$ cat config.mk
export PLATFORM = sky130hd
export DESIGN_NAME = wts_channel_writer
export DESIGN_NICKNAME = d
export VERILOG_FILES = /design/src/rtl/wts_channel_writer.sv
export SDC_FILE = /design/constraint.sdc
export NUM_CORES = 1
export LEC_CHECK = 0
export CAP_MARGIN = 20
export CORE_ASPECT_RATIO = 0.5
export CORE_MARGIN = 1.5
export CORE_UTILIZATION = 51
export DETAILED_ROUTE_END_ITERATION = 10
export HOLD_SLACK_MARGIN = 0.08
export PLACE_DENSITY = 0.8
export RECOVER_POWER = 25
export SLEW_MARGIN = 20
export SYNTH_ARGS = -nofsm -noshare
export SYNTH_HDL_FRONTEND = slang
export SYNTH_SLANG_ARGS = --single-unit
$ cat constraint.sdc
create_clock -name clk -period 2.6 [get_ports clk]
set_input_delay 0.39 -clock clk [delete_from_list [all_inputs] [get_ports clk]]
set_output_delay 0.39 -clock clk [all_outputs]
set_load 0.1 [all_outputs]
$ cat src/rtl/wts_channel_writer.sv
// Write side of the wave table channel selector. A 2-entry in-order queue feeds
// five channel registers. The time-slot counter blocks commits to the active channel.
module wts_channel_writer #(
  parameter int bits = 8
) (
  input  logic            clk,
  input  logic            reset,
  input  logic            slot_en,
  output logic [2:0]      active,
  input  logic            wr,
  input  logic [2:0]      wr_ch,
  input  logic [bits-1:0] wr_data,
  output logic            wr_ready,
  output logic            pending,
  output logic [bits-1:0] reg_a,
  output logic [bits-1:0] reg_b,
  output logic [bits-1:0] reg_c,
  output logic [bits-1:0] reg_d,
  output logic [bits-1:0] reg_e
);

  logic [2:0]      active_q, active_d;
  logic [1:0]      count_q, count_d;
  logic [2:0]      ch0_q, ch0_d, ch1_q, ch1_d;
  logic [bits-1:0] dat0_q, dat0_d, dat1_q, dat1_d;
  logic [bits-1:0] regs_q [5];
  logic [bits-1:0] regs_d [5];
  logic            push, pop;
  logic [1:0]      tail_idx;

  assign wr_ready = (count_q != 2'd2);
  assign pending  = (count_q != 2'd0);
  assign active   = active_q;
  assign reg_a    = regs_q[0];
  assign reg_b    = regs_q[1];
  assign reg_c    = regs_q[2];
  assign reg_d    = regs_q[3];
  assign reg_e    = regs_q[4];

  // Slot counter: wraps 4 -> 0 so codes 5..7 never appear.
  always_comb begin
    active_d = active_q;
    if (slot_en) begin
      if (active_q == 3'd4) begin
        active_d = 3'd0;
      end else begin
        active_d = active_q + 3'd1;
      end
    end else begin
      active_d = active_q;
    end
  end

  // Queue control. Commit uses the pre-update slot; the pop frees index 0 before
  // the push picks its tail slot, so a new entry can never commit on arrival.
  always_comb begin
    pop      = (count_q != 2'd0) && (ch0_q != active_q);
    push     = wr && wr_ready && (wr_ch < 3'd5);
    tail_idx = count_q - {1'b0, pop};
    count_d  = count_q + {1'b0, push} - {1'b0, pop};
    ch0_d    = ch0_q;
    dat0_d   = dat0_q;
    ch1_d    = ch1_q;
    dat1_d   = dat1_q;
    if (pop) begin
      ch0_d  = ch1_q;
      dat0_d = dat1_q;
    end else begin
      ch0_d  = ch0_q;
      dat0_d = dat0_q;
    end
    if (push) begin
      if (tail_idx == 2'd0) begin
        ch0_d  = wr_ch;
        dat0_d = wr_data;
      end else begin
        ch1_d  = wr_ch;
        dat1_d = wr_data;
      end
    end else begin
      ch1_d  = ch1_q;
      dat1_d = dat1_q;
    end
  end

  // Channel register load from the committed head entry.
  always_comb begin
    for (int i = 0; i < 5; i++) begin
      regs_d[i] = regs_q[i];
    end
    if (pop) begin
      case (ch0_q)
        3'd0:    regs_d[0] = dat0_q;
        3'd1:    regs_d[1] = dat0_q;
        3'd2:    regs_d[2] = dat0_q;
        3'd3:    regs_d[3] = dat0_q;
        3'd4:    regs_d[4] = dat0_q;
        default: regs_d[0] = regs_q[0];
      endcase
    end else begin
      regs_d[0] = regs_q[0];
    end
  end

  // State registers.
  always_ff @(posedge clk or posedge reset) begin
    if (reset) begin
      active_q <= 3'd0;
      count_q  <= 2'd0;
      ch0_q    <= 3'd0;
      ch1_q    <= 3'd0;
      dat0_q   <= '0;
      dat1_q   <= '0;
      for (int i = 0; i < 5; i++) begin
        regs_q[i] <= '0;
      end
    end else begin
      active_q <= active_d;
      count_q  <= count_d;
      ch0_q    <= ch0_d;
      ch1_q    <= ch1_d;
      dat0_q   <= dat0_d;
      dat1_q   <= dat1_d;
      for (int i = 0; i < 5; i++) begin
        regs_q[i] <= regs_d[i];
      end
    end
  end

endmodule

Word level (Yosys, flattened, before mapping)
Cells that the tools add are included.
- register bits after elaboration: 67
- input port bits: 15
- word-level logic and storage cells: 43
- eq/ne operators: 7
- multiplexer cells: 7
- reduce and logical (&&, ||, !) cells: 12
- magnitude comparators: 1
- bitwise logic cells: 1
- add/subtract/negate cells: 4
- operators with widths (operator ; count):
    $mux W8 ; 3
    $mux W3 ; 4
    $reduce_and A2 Y1 ; 6
    $eq A3 B2 Y1 const B ; 2
    $eq A3 B3 Y1 const B ; 2
    $sub A2 B1 Y2 ; 2
    $add A3 B1 Y3 const B ; 1
    $eq A3 B1 Y1 const B ; 1
    $logic_and A1 B1 Y1 ; 3
    $logic_not A3 Y1 ; 1
    $lt A3 B3 Y1 const B ; 1
    $ne A3 B3 Y1 ; 1
    $add A2 B1 Y2 ; 1
    $logic_not A2 Y1 ; 1
    $ne A2 B2 Y1 const B ; 1
    $reduce_bool A2 Y1 ; 1
    $not A1 Y1 ; 1

Depth between registers and ports, before layout
- depth in word-level cells: 6
- depth in mapped cells: 9

Worst setup path after synthesis
No wires, ideal clock.
- path kind: reg-to-reg
- start: register active_q[2] (netlist: active[2])
- end: register count_q[1]
- cell stages (with the launch flop): 9
- library setup time: 0.125 ns
- setup slack: -0.037 ns
- arrival: 2.512 ns
- data required time: 2.475 ns
- path through: dfrtp_1 -> xor2_2 -> o31a_1 -> buf_2 -> ha_1 -> inv_1 -> ha_1 -> xnor2_1 -> xnor2_1
- longest elaborated chain between the ends: 3
- RTL lines (what ; line ; text):
    from (decl) ; 22 ; logic [2:0] active_q, active_d;
    from (signal assigned) ; 118 ; active_q <= active_d;
    $ne A3 B3 Y1 ; 57 ; pop = (count_q != 2'd0) && (ch0_q != active_q);
    $logic_and A1 B1 Y1 ; 57 ;
    $sub A2 B1 Y2 ; 60 ; count_d = count_q + {1'b0, push} - {1'b0, pop};
    named net count_d[1] ; 23 ; logic [1:0] count_q, count_d;
    to (signal assigned) ; 119 ; count_q <= count_d;
    to (decl) ; 23 ;
The timed path passes the listed nets, and every way through them passes these cells.
A chain may end at the register's enable or synchronous reset.

Worst setup path after layout
- start: register ch0_q[2]
- end: register regs_q (netlist bit reg_b[6])
- longest elaborated chain between the ends: 3
- elaborated cells between the ends (all ways): 4
- those cells by class: eq/ne (2); reduce/logical (2)
- RTL lines (what ; line ; text):
    from (decl) ; 24 ; logic [2:0] ch0_q, ch0_d, ch1_q, ch1_d;
    from (signal assigned) ; 120 ; ch0_q <= ch0_d;
    $ne A3 B3 Y1 ; 57 ;
    $logic_and A1 B1 Y1 ; 57 ;
    $reduce_and A2 Y1 (no source line) * ; -- ;
    to (signal, indexed assignment) ; 125 ; regs_q[i] <= regs_d[i];
    to (decl) ; 26 ; logic [bits-1:0] regs_q [5];
Mark *: on every way between the ends. The rest lies on a longest branch, timed or not.

==> run_results.csv <==
group,metric,value,unit
outcome,status,"finished clean",
clocking,htree_levels,3,
clocking,postCtsSetupBuffers,0,
worst_setup_path,r2r-end,"reg_b[6]$_DFFE_PP0P_",
yosys,synthCells,193,
global_routing,grt_max_degree,37,
yosys,synthArstFlopShare,100,%
worst_setup_path,critPathArrivalTime,2460,ps
worst_hold_path,hold_class,"reg -> reg",
yosys,synthesis.area,2910,sq um
floorplanning,die-height,56.4,um
yosys,synth.most_common_cell,"mux2_2",
clocking,numCtsBuffers,9,
placement,place_congestion,0.798,
floorplanning,initial_core_util,53.0,%
yosys,synth_fp_nets,212,
timing,fmax,0.443,GHz
floorplanning,io_pins,60,
clocking,cts-root-buf,"clkbuf_16",
route,ant_nets,0,
worst_setup_path,r2r_start,"ch0_q[2]$_DFF_PP0_",
timing,worstMarginPinSlew,1330,ps
placement,io_buffers,59,
timing,setup_viol,0,
timing,slew_violations,0,
worst_hold_path,min_to,"reg_a[5]$_DFFE_PP0P_",
placement,dp_slack,318,ps
yosys,synth_top_area_share,57.6,%
clocking,cts_buffer_depth,2,
worst_setup_path,reg2reg_slack,340,ps
floorplanning,fp-row-count,19,
timing,fin_skew,4.57,ps
route,drc,0,
clocking,insertion_delay,320,ps
layout,syn2layout_area_growth,31.6,%
worst_setup_path,crit_fanout,8,
worst_setup_path,ff2ff_path_depth,3,
worst_setup_path,end_kind,"flip-flop",
worst_setup_path,startpoint_type,"flip-flop",
global_routing,grt_use_total,22.9,%
placement,hpwl,4220,um
global_routing,grt_first_pass_wirelength,10200,um
yosys,netlist.top_cell.by_area,"dfrtp_1",
clocking,cts_tree,"yes",
floorplanning,design.die.area,6190,sq um
yosys,synth_commonest_cells,"mux2_2, dfrtp_1, inv_1",
worst_setup_path,crit_type,"reg -> reg",
timing,tns,0,ps
yosys,yosysUniqueCellTypes,29,
route,wirelength,6240,um
clocking,cts_hold_buf,0,
timing,setup_ws,343,ps
clocking,post_cts_resized,0,
global_routing,antenna_found_initial,0,
route,vias,1813,
yosys,yosysSeqAreaShare,57.6,%
layout,fillers,363,
worst_setup_path,required,2800,ps
timing,relSlewSlack,11.4,%
global_routing,grt_pass1_vias,1945,
clocking,cts_sinks,67,
worst_hold_path,hold_start,"reg_a[5]$_DFFE_PP0P_",
yosys,synth_seq_cells,67,
yosys,synth-main-ff-cell,"dfrtp_1",
yosys,avgSynthCellArea,15.1,sq um
route,drt_iter0_markers,65,
layout,layout.nets,285,
global_routing,grt.overflow.total,0,
floorplanning,die_w,110,um
yosys,ys_warn_count,0,
layout,n_antenna_cell,0,
clocking,clk_pin_slew_worst_paths,50,ps
timing,final_hold_viol_count,0,
route,vias_per_cell,5.27,
worst_hold_path,worstHoldPathCells,1,
floorplanning,core_area,5490,sq um
timing,period_needed,2260,ps
yosys,synth.area.top_cells,"dfrtp_1, mux2_2, ha_1, xnor2_1, xor2_2",
yosys,synth_edf_count,0,
timing,rsz0062_at_grt,"no",
job,maxCapViolations,0,
timing,timing.final.crit_share,86.8,%
layout,layout-drive-gt1-share,55.4,%
route,drtPass1Iterations,4,
route,wl_per_cell,18.1,um
final cells by class:
type | count | area, sq um | area share (%)
clock inverters | 4 | 47.5 | 1.24
inverters | 7 | 26.3 | 0.686
repair buffers | 68 | 538 | 14.1
flip-flops and latches | 67 | 1680 | 43.9
multi-input cells | 113 | 1180 | 30.8
well taps | 73 | 91.3 | 2.39
clock buffers | 12 | 267 | 6.96
worst max path at each step:
stage                         start                    end  slack (ps)  cells after the start
2_1_floorplan  count_q[1]$_DFF_PP0_   count_q[1]$_DFF_PP0_         100                      9
3_3_place_gp               wr_ch[0]  dat1_q[5]$_DFFE_PP0P_         410                      4
3_5_place_dp               wr_ch[0]   ch1_q[2]$_DFFE_PP0P_         320                      4
4_1_cts          ch0_q[2]$_DFF_PP0_    dat0_q[7]$_DFF_PP0_         340                      5
5_1_grt                       reset   reg_c[0]$_DFFE_PP0P_         140                      3
6_report         ch0_q[2]$_DFF_PP0_   reg_b[6]$_DFFE_PP0P_         340                      3
placed cells by master (no fill, tap or decap), drive strengths merged:
cell type      instances
clkinv                 2
bufinv                 1
inv                    7
nor2                   2
mux2i                  2
ha                     4
a311oi                 1
nor4                   1
nand2b                 1
o32ai                  1
nand3                  3
xnor2                  4
dlygate4sd3            1
a22o                   1
a211oi                 1
nor4b                  1
o21ai                  5
nor3                   2
clkinvlp               1
o2111a                 1
o31ai                  1
xor2                   3
clkbuf                14
o31a                   1
buf                   52
clkdlybuf4s50         13
mux2                  71
nand2                  5
o311ai                 1
nand3b                 1
dfrtp                 67
kinds of logic after synthesis:
kind of cell / after synthesis / synth area share [%]
AO/OA/AOI/OAI: 13 / 3.91
XOR/XNOR: 7 / 2.62
adder cells (fa/ha/maj): 4 / 1.72
buffers and inverters: 13 / 1.98
flip-flops: 67 / 57.6
multiplexers: 73 / 28.2
AND/OR/NAND/NOR: 16 / 3.96
registers in the layout, indices dropped and copies added (netlist names):
register	cells
reg_c	8
count_q	2
ch0_q	3
active	3
reg_d	8
reg_e	8
dat1_q	8
ch1_q	3
reg_b	8
reg_a	8
dat0_q	8
per-layer routing:
metal / track usage (%) / share of wire (%) / vias to the layer above
met1: 28.9 / 44 / 927
met5: 0 / 0 / -
met2: 36.6 / 51 / 40
met4: 6.68 / 1.1 / 0
met3: 9.18 / 4.0 / 8
li1: - / - / 838
worst max-delay path, stage by stage (launching register included):
cell	delay [ps]
dfrtp_1	500
xor2_2	230
o311ai_2	970
mux2_2	430
metrics by stage:
stage,hold WS [ps],std cells,util [%],cell area [sq um]
6_report,505,344,69.7,3830
5_1_grt,528,344,69.7,3830
4_1_cts,508,344,69.9,3840
3_5_place_dp,496,328,64.1,3520
3_3_place_gp,485,328,64.1,3520
2_1_floorplan,475,193,-,2910
Power is not shown: default switching activity piles up to over one toggle a cycle in this logic, so the estimate is an artifact.
